`src/rtl/cpu_mc.sv`:
```
// Multi-cycle FETCH/DECODE/EXECUTE/WRITEBACK CPU core with 2R1W register file.
// Latency: 4 cycles per instruction, plus one per FETCH cycle with IMEM_BUSY high.
// Backpressure: IMEM_BUSY holds the core in FETCH. Optional CPU_MC_MUL_EN adds opcode 0x08 MUL.
module cpu_mc #(
    parameter int DATA_W     = 8,
    parameter int REG_ADDR_W = 3
) (
    input  logic                  CLK,
    input  logic                  RESET,
    output logic [31:0]           PC,
    input  logic [31:0]           INSTRUCTION,
    output logic                  IMEM_READ,
    input  logic                  IMEM_BUSY,
    output logic                  RETIRE,
    output logic                  WB_EN,
    output logic [REG_ADDR_W-1:0] WB_ADDR,
    output logic [DATA_W-1:0]     WB_DATA,
    output logic                  ILLEGAL
);

    localparam int NREGS = 1 << REG_ADDR_W;

    typedef enum logic [1:0] {
        FETCH     = 2'd0,
        DECODE    = 2'd1,
        EXECUTE   = 2'd2,
        WRITEBACK = 2'd3
    } state_t;

    state_t state, state_nxt;

    logic [31:0]           pc;
    logic [31:0]           ir;
    logic [31:0]           npc_q;
    logic [31:0]           npc_c;
    logic [DATA_W-1:0]     regs [NREGS];
    logic [DATA_W-1:0]     opa;
    logic [DATA_W-1:0]     opb;
    logic [DATA_W-1:0]     res_q;
    logic [DATA_W-1:0]     res_c;
    logic                  wr_q;
    logic                  wr_c;
    logic                  ill_q;
    logic                  ill_c;

    logic [7:0]            opcode;
    logic [7:0]            off8;
    logic [7:0]            imm8;
    logic [REG_ADDR_W-1:0] rd;
    logic [REG_ADDR_W-1:0] rs1;
    logic [REG_ADDR_W-1:0] rs2;
    logic [DATA_W-1:0]     imm_ext;
    logic [31:0]           br_tgt;
    logic                  unused_ir_bits;

    assign opcode  = ir[31:24];
    assign off8    = ir[23:16];
    assign imm8    = ir[7:0];
    assign rd      = ir[16 +: REG_ADDR_W];
    assign rs1     = ir[8 +: REG_ADDR_W];
    assign rs2     = ir[0 +: REG_ADDR_W];
    assign imm_ext = DATA_W'($signed(imm8));
    assign br_tgt  = pc + 32'd4 + {{22{off8[7]}}, off8, 2'b00};
    assign PC      = pc;

    // SRC1 field bits above the register index carry no meaning.
    assign unused_ir_bits = ^ir[15:8+REG_ADDR_W];

    // Execute-stage ALU and next-PC selection; results are captured on the EXECUTE edge.
    always_comb begin
        res_c = '0;
        wr_c  = 1'b0;
        ill_c = 1'b0;
        npc_c = pc + 32'd4;
        case (opcode)
            8'h00: begin res_c = imm_ext;   wr_c = 1'b1; end
            8'h01: begin res_c = opb;       wr_c = 1'b1; end
            8'h02: begin res_c = opa + opb; wr_c = 1'b1; end
            8'h03: begin res_c = opa - opb; wr_c = 1'b1; end
            8'h04: begin res_c = opa & opb; wr_c = 1'b1; end
            8'h05: begin res_c = opa | opb; wr_c = 1'b1; end
            8'h06: npc_c = br_tgt;
            8'h07: if (opa == opb) npc_c = br_tgt;
`ifdef CPU_MC_MUL_EN
            8'h08: begin res_c = opa * opb; wr_c = 1'b1; end
`endif
            default: ill_c = 1'b1;
        endcase
    end

    always_ff @(posedge CLK or posedge RESET) begin
        if (RESET) begin
            state <= FETCH;
        end else begin
            state <= state_nxt;
        end
    end

    always_comb begin
        state_nxt = state;
        IMEM_READ = 1'b0;
        RETIRE    = 1'b0;
        WB_EN     = 1'b0;
        WB_ADDR   = '0;
        WB_DATA   = '0;
        ILLEGAL   = 1'b0;
        case (state)
            FETCH: begin
                IMEM_READ = 1'b1;
                if (!IMEM_BUSY) state_nxt = DECODE;
            end
            DECODE:  state_nxt = EXECUTE;
            EXECUTE: state_nxt = WRITEBACK;
            WRITEBACK: begin
                RETIRE  = 1'b1;
                ILLEGAL = ill_q;
                WB_EN   = wr_q;
                if (wr_q) begin
                    WB_ADDR = rd;
                    WB_DATA = res_q;
                end
                state_nxt = FETCH;
            end
            default: state_nxt = FETCH;
        endcase
        if (RESET) begin
            IMEM_READ = 1'b0;
            RETIRE    = 1'b0;
            WB_EN     = 1'b0;
            WB_ADDR   = '0;
            WB_DATA   = '0;
            ILLEGAL   = 1'b0;
        end
    end

    // PC and the register file only change on the WRITEBACK edge, so a reset
    // before that edge discards the instruction without side effects.
    always_ff @(posedge CLK or posedge RESET) begin
        if (RESET) begin
            pc    <= '0;
            ir    <= '0;
            npc_q <= '0;
            opa   <= '0;
            opb   <= '0;
            res_q <= '0;
            wr_q  <= 1'b0;
            ill_q <= 1'b0;
            for (int i = 0; i < NREGS; i++) regs[i] <= '0;
        end else begin
            case (state)
                FETCH: begin
                    if (!IMEM_BUSY) ir <= INSTRUCTION;
                end
                DECODE: begin
                    opa <= regs[rs1];
                    opb <= regs[rs2];
                end
                EXECUTE: begin
                    res_q <= res_c;
                    wr_q  <= wr_c;
                    ill_q <= ill_c;
                    npc_q <= npc_c;
                end
                WRITEBACK: begin
                    pc <= npc_q;
                    if (wr_q) regs[rd] <= res_q;
                end
                default: ;
            endcase
        end
    end

endmodule

```
`config.mk`:
```
export PLATFORM = sky130hd
export DESIGN_NAME = cpu_mc
export DESIGN_NICKNAME = d
export VERILOG_FILES = /design/src/rtl/cpu_mc.sv
export SDC_FILE = /design/constraint.sdc
export NUM_CORES = 1
export LEC_CHECK = 0
export ABC_AREA = 1
export CAP_MARGIN = 20
export CORE_MARGIN = 4
export CORE_UTILIZATION = 55
export CTS_CLUSTER_SIZE = 20
export DETAILED_ROUTE_END_ITERATION = 7
export GPL_TIMING_DRIVEN = 0
export PLACE_DENSITY = 0.74
export SETUP_SLACK_MARGIN = 0.02
export SYNTH_ARGS = -nofsm -noshare
export SYNTH_HDL_FRONTEND = slang
export SYNTH_SLANG_ARGS = --single-unit
```
`constraint.sdc`:
```
create_clock -name CLK -period 22.8 [get_ports CLK]
set_clock_uncertainty 0.2 [all_clocks]
set_input_delay 6.84 -clock CLK [delete_from_list [all_inputs] [get_ports CLK]]
set_output_delay 6.84 -clock CLK [all_outputs]
set_load 0.1 [all_outputs]
```
==> results of run 1 <==
-- sequential cells by signal (all words and copies together) (netlist names) --
signal,flops
regs,64
PC,32
npc_q,32
ir,27
opa,8
opb,8
res_q,8
state,2
ill_q,1
wr_q,1
-- power groups by stage --
stage,Sequential [mW],Combinational [mW],Clock [mW]
final,0.516,1.43,0.313
after global routing,0.527,1.57,0.328
after CTS,0.512,1.40,0.313
after detailed placement,0.517,1.39,0
after global placement,0.521,1.36,0
after floorplan,0.672,0.837,0
-- per-layer routing --
metal / part of all wire, % / wire length, um / global-route usage (%)
met1: 47 / 19960 / 53.08
met2: 40 / 16920 / 47.63
met3: 10 / 4343 / 6.931
met4: 2.1 / 883 / 7.636
met5: 0 / 0 / 0
-- final cells by class --
class / count / area, um^2
flip-flops and latches: 183 / 4579
inverters: 245 / 929.6
multi-input cells: 1281 / 6655
repair buffers: 78 / 815.8
clock inverters: 13 / 160.2
clock buffers: 19 / 452.9
well taps: 280 / 350.3
fillers: 2071 / 7796
plain buffers: 62 / 286.5
-- per-stage QoR --
| stage | cells | cell area, um^2 |
|---|---|---|
| finish | 2161 | 14230 |
| global route | 2161 | 14230 |
| CTS | 2161 | 14230 |
| detailed placement | 2129 | 13620 |
| global placement | 2127 | 13550 |
| floorplan | 1771 | 12440 |
-- layout by cell type (no fill, tap or decap), drive strengths merged, types with 16 or more instances in the layout --
master         count
a21oi            142
dfrtp            183
nand3            109
clkbuf            67
xor2              18
o22ai             16
buf               16
clkdlybuf4s50     76
inv              245
nor3              19
nor2             152
nand2            466
ha                65
o21ai            200
-- worst min path at each step --
stage	to	depth (start not counted)	slack, ns
3_5_place_dp	PC[30]$_DFFE_PP0N_	2	0.27
5_1_grt	regs[37]$_DFFE_PP0P_	2	0.30
3_3_place_gp	PC[0]$_DFFE_PP0N_	2	0.26
4_1_cts	PC[30]$_DFFE_PP0N_	2	0.28
2_1_floorplan	res_q[6]$_DFFE_PP0P_	2	0.25
6_report	PC[30]$_DFFE_PP0N_	2	0.28
-- worst min-delay path, delay by kind of cell, from the launching register on --
kind            cells  cell delay, ns
flops               1            0.34
compound gates      1            0.06
simple gates        1            0.05
-- kinds of logic after synthesis --
kind of cell,count (synthesis)
and+or+nand+nor,782
adders and majority gates,68
AOI/OAI and AO/OA,400
xor gates and xnor gates,19
DFF,183
muxes,12
buffers and inverters,307
==> results.py, run 1 <==
metrics = {
    "run_status": {
        "status": "completed",
    },
    "flow_run": {
        "max_cap_viol_count": 0,
    },
    "critical_path": {
        "cp.required_ns": 15.76,
        "worst-r2r-cell-count": 18,
        "crit_path_max_fanout": 10,
        "reg2reg_to": "npc_q[30]$_DFFE_PP0P_",
        "startpoint": "RESET",
        "worst-endpoint-arrival_ns": 9.39,
        "cp_slowest_cell": "clkdlybuf4s50_1",
        "cp_cell_sequence": "clkdlybuf4s50_1, nor2_1, clkinv_1, nor2_1, clkdlybuf4s50_1",
        "crit_family": "buffers and inverters",
        "crit_end": "WB_DATA[0]",
        "path_class": "in2out",
        "cp_num_buf_inv": 3,
        "worst_r2r_startpoint": "PC[2]$_DFFE_PP0N_",
        "reg2reg_setup_slack_ns": 18.98,
        "worstSetupStartpointType": "primary input",
        "slowest_delay_ns": 1.16,
        "cp.depth": 5,
        "end_kind": "output port",
    },
    "sta": {
        "layout_setup_ws_ns": 6.370,
        "fin_crit_sh_pct": 72.06,
        "max_freq_mhz": 60.86,
        "rsz0062_at_grt": "false",
        "max-slew-margin-rel_pct": 32.84,
        "hold_slack_ns": 0.2822,
        "hold_viol": 0,
        "fin_tns_setup_ns": 0,
        "tightest_slew_ns": 1.004,
        "fin_crit_ns": 16.43,
        "setup_viol": 0,
        "drv_slew": 0,
    },
    "floorplanning": {
        "coreArea_um2": 22030,
        "placementRows": 54,
        "dieHeight_um": 158.4,
        "ioPinCount": 82,
        "start_util_pct": 56.49,
        "die-area_um2": 25090,
        "chipWidth_um": 158.4,
    },
    "worst_hold_path": {
        "hold_start": "npc_q[30]$_DFFE_PP0P_",
        "hold_class": "reg2reg",
    },
    "routing": {
        "drt_pass1_iterations": 8,
        "drt_wl_total_um": 42110,
        "wl_per_cell_um": 19.49,
        "via_per_inst": 5.805,
        "vias": 12550,
        "ant_nets": 0,
        "drc": 0,
        "drtIter0Drc": 1517,
    },
    "yosys": {
        "avgSynthCellArea_um2": 7.026,
        "synthesis.area_um2": 12440,
        "synth-compound-area-share_pct": 17.44,
        "yosysTopAreaCell": "dfrtp_1",
        "netlist.area_leader.share_pct": 36.80,
        "netlist_top_cells_count": "458 x nand2_1, 232 x inv_1, 188 x o21ai_0, 183 x dfrtp_1, 143 x nor2_1",
        "ys_seq_area_share_pct": 36.80,
        "syn_nets": 1874,
        "synth_top_family_by_area": "simple AND/OR/NAND/NOR gates",
        "synth_most_common_cell": "nand2_1",
        "synthArstFlopShare_pct": 100.0,
        "synth-seq-cells": 183,
        "synth_xor_area_share_pct": 1.398,
        "syn_inst": 1771,
        "yosys-top-cells-area": "dfrtp_1 37%, nand2_1 14%, o21ai_0 7.6%",
        "ys.flop_type": "dfrtp_1",
        "synthMuxAreaShare_pct": 1.086,
        "synth_edf_count": 0,
        "synthDistinctLibCells": 46,
        "synthSimpleGateAreaFrac_pct": 26.55,
        "yosysWarnings": 0,
        "synthAdderAreaFrac_pct": 7.019,
    },
    "cts": {
        "cts_tree": "yes",
        "cts.clk_slew.worst_paths_ns": 0.07,
        "clock-root-buffer": "clkbuf_16",
        "cts_setup_buffers": 0,
        "clk_path_buf_depth": 2,
        "cts_max_level": 4,
        "cts.sinks": 183,
        "numCtsBuffers": 17,
        "insertion_delay_ns": 0.45,
        "post_cts_resized": 0,
        "cts-hold-fix-buffers": 0,
    },
    "finish": {
        "drive_above_1_share_pct": 5.742,
        "postLayoutCoreUtil_pct": 64.60,
        "diodes": 0,
        "nets": 1971,
        "area_delta_synth_final_pct": 14.36,
    },
    "power_and_ir_drop": {
        "seq_power_share_pct": 22.8,
        "powerDensity_nw_per_um2": 159.0,
        "p_sw_share_pct": 55.69,
        "ir_drop_mv": 0.09184,
        "p_clk_share_pct": 13.8,
        "intPower_mw": 1.003,
        "power.total_mw": 2.263,
        "leakage_nw": 6.836,
        "p_switching_mw": 1.260,
        "power_frac_comb_pct": 63.4,
    },
    "placed_design": {
        "dp_hpwl_um": 32290,
        "dp_slack_ns": 6.397,
        "gp_congestion": 1.026,
        "io_buffers": 76,
    },
    "global_routing": {
        "grt_pass1_vias": 11530,
        "grt_overflow": 0,
        "antenna_found_initial": 1,
        "grt_pass1_wl_um": 64570,
        "gr-usage-all-layers_pct": 33.74,
        "grt_max_degree": 103,
    },
}
Note: power is estimated with default switching activity, not from simulation.
==> run 2: changes to the inputs <==
PLACE_DENSITY = 0.77   (was 0.74)
clock period = 13.7 ns   (was 22.8 ns; I/O delays follow)
==> run 2 against run 1 <==
Against the previous run: critical endpoint unchanged; critical path depth is the same; die area is the same; global-route usage fell by 0.30 points; clock power up 66%; total power up 67%; sequential power increased by 67%; worst hold slack about the same; largest power group unchanged; first-iteration DRC count is 7.9% lower; non-clock buffer count stayed put; core utilization about the same.
==> results.py, run 2 (same netlist as run 1, synthesis figures left out) <==
metrics = {
    "placed_design": {
        "post-place-cells": 2129,
        "dp_hpwl_um": 32280,
        "io_buffers": 76,
        "gp_congestion": 0.9837,
    },
    "sta": {
        "setup_viol": 0,
        "fin_crit_ns": 10.92,
        "max-slew-margin-rel_pct": 32.34,
        "tightest_slew_ns": 1.012,
        "hold_viol": 0,
        "max_freq_mhz": 91.58,
        "fin_crit_sh_pct": 79.70,
        "drv_slew": 0,
        "hold_slack_ns": 0.2819,
        "fin_tns_setup_ns": 0,
        "rsz0062_at_grt": "false",
    },
    "power_and_ir_drop": {
        "power.total_mw": 3.772,
        "ir_drop_mv": 0.1718,
        "leakage_nw": 6.833,
        "powerDensity_nw_per_um2": 265.1,
    },
    "global_routing": {
        "antenna_found_initial": 0,
        "grt_overflow": 0,
        "grt_max_degree": 106,
        "grt_pass1_vias": 11430,
        "grt_pass1_wl_um": 64140,
        "grtUsageMet2_pct": 49.22,
        "gr-usage-all-layers_pct": 33.44,
        "met3_usage_pct": 7.122,
        "busiest_layer": "met1",
        "gr-usage-met1_pct": 50.99,
    },
    "finish": {
        "postLayoutCoreUtil_pct": 64.61,
        "nets": 1971,
        "layout.cells.non_filler": 2162,
        "largest_register": "regs",
        "final_common_cell": "nand2_1",
        "fillers": 2058,
        "final_cell_mix": "458 x nand2_1, 231 x inv_1, 188 x o21ai_0",
        "drive_above_1_share_pct": 5.742,
        "largest_register_ffs": 64,
        "regArea_um2": 4579,
        "multi_input_area_um2": 6655,
        "area_delta_synth_final_pct": 14.37,
    },
    "routing": {
        "ant_nets": 0,
        "drc": 0,
        "via_per_inst": 5.884,
        "vias": 12720,
        "wl_per_cell_um": 19.40,
        "drt_wl_total_um": 41940,
        "drt_pass1_iterations": 6,
        "drtIter0Drc": 1397,
    },
    "floorplanning": {
        "start_util_pct": 56.49,
        "chipWidth_um": 158.4,
        "dieHeight_um": 158.4,
        "die-area_um2": 25090,
        "ioPinCount": 82,
        "placementRows": 54,
        "coreArea_um2": 22030,
    },
    "critical_path": {
        "end_kind": "output port",
        "cp_num_buf_inv": 3,
        "cp.required_ns": 9.39,
        "worst-endpoint-arrival_ns": 6.61,
        "crit_path_max_fanout": 10,
        "crit_family": "buffers and inverters",
        "slowest_delay_ns": 1.15,
        "worstSetupStartpointType": "primary input",
        "cp_slowest_cell": "clkdlybuf4s50_1",
        "cp_cell_sequence": "clkdlybuf4s50_1, nor2_1, clkinv_1, nor2_1, clkdlybuf4s50_1",
        "path_class": "in2out",
    },
    "cts": {
        "post_cts_resized": 0,
        "cts_setup_buffers": 0,
        "cts.sinks": 183,
        "insertion_delay_ns": 0.45,
        "cts_max_level": 4,
        "clk_path_buf_depth": 2,
        "cts-hold-fix-buffers": 0,
        "cts_tree": "yes",
        "clock-root-buffer": "clkbuf_16",
        "cts.clk_slew.worst_paths_ns": 0.08,
        "numCtsBuffers": 17,
    },
    "flow_run": {
        "max_cap_viol_count": 0,
    },
    "run_status": {
        "status": "completed",
    },
    "worst_hold_path": {
        "hold_class": "reg2reg",
    },
}
## run 2: changes by cell type in the layout (fill, tap and decap cells not counted), sizes merged
| cell | before | now |
|---|---|---|
| clkbuf | 67 | 66 |
| clkinv | 10 | 9 |
| inv | 245 | 248 |
| diode | 0 | 1 |
| bufinv | 2 | 1 |
## run 2: final timing paths
kind	from	end	slack, ns	cells past startpoint
setup / recovery	RESET	WB_DATA[0]	2.78	5
hold / removal	npc_q[6]$_DFFE_PP0P_	PC[6]$_DFFE_PP0N_	0.28	2
setup reg to reg	PC[2]$_DFFE_PP0N_	npc_q[31]$_DFFE_PP0P_	9.92	18
hold reg to reg	npc_q[6]$_DFFE_PP0P_	PC[6]$_DFFE_PP0N_	0.28	2
max in group asynchronous	RESET	regs[18]$_DFFE_PP0P_	8.31	3
min in group asynchronous	RESET	ir[29]$_DFFE_PP0P_	4.12	2
## run 2: metrics by stage
stage	setup WS (ns)	cell area (um^2)
2_1_floorplan	1.969	12440
3_3_place_gp	1.895	13550
3_5_place_dp	2.738	13620
4_1_cts	2.732	14230
5_1_grt	2.658	14230
6_report	2.781	14230
## run 2: cell type report
| class | count | share of cell area, % |
|---|---|---|
| repair buffers | 78 | 5.732 |
| flip-flops and latches | 183 | 32.18 |
| clock buffers | 18 | 3.086 |
| multi-input cells | 1281 | 46.76 |
| inverters | 245 | 6.532 |
| diodes | 1 | 0.01758 |
| plain buffers | 62 | 2.013 |
| clock inverters | 14 | 1.213 |
| well taps | 280 | 2.462 |
## run 2: power by group
part / internal [mW] / total [mW] / switching [mW]
Clock: 0.268 / 0.521 / 0.253
Combinational: 0.688 / 2.39 / 1.70
Sequential: 0.697 / 0.860 / 0.163
## run 2: worst register-to-register path: cells and delay by family (launching register included)
family	cells	cell delay, ns
flops	1	0.53
compound gates	3	0.56
fa+ha+maj	2	0.67
xor+xnor	1	0.18
simple gates	10	1.28
buf+inv	2	0.26
## run 2: metal layers
metal / wire length, um / share of wire (%)
met5: 0 / 0
met4: 653 / 1.6
met3: 4600 / 11
met2: 17740 / 42
met1: 18940 / 45
==> run 3: changes to the inputs <==
PLACE_DENSITY = 0.74   (was 0.77)
clock period = 10.7 ns   (was 13.7 ns; I/O delays follow)
==> results of run 3 <==
Same layout as run 1 (identical final DEF). Status: completed.
Among the figures that moved: setup slack after placement 6.397 ns -> 1.557 ns; setup slack after layout 6.370 ns -> 1.530 ns; register-to-register setup slack 18.98 ns -> 6.88 ns; total power 2.263 mW -> 4.822 mW; worst IR drop on VDD 0.09184 mV -> 0.1957 mV
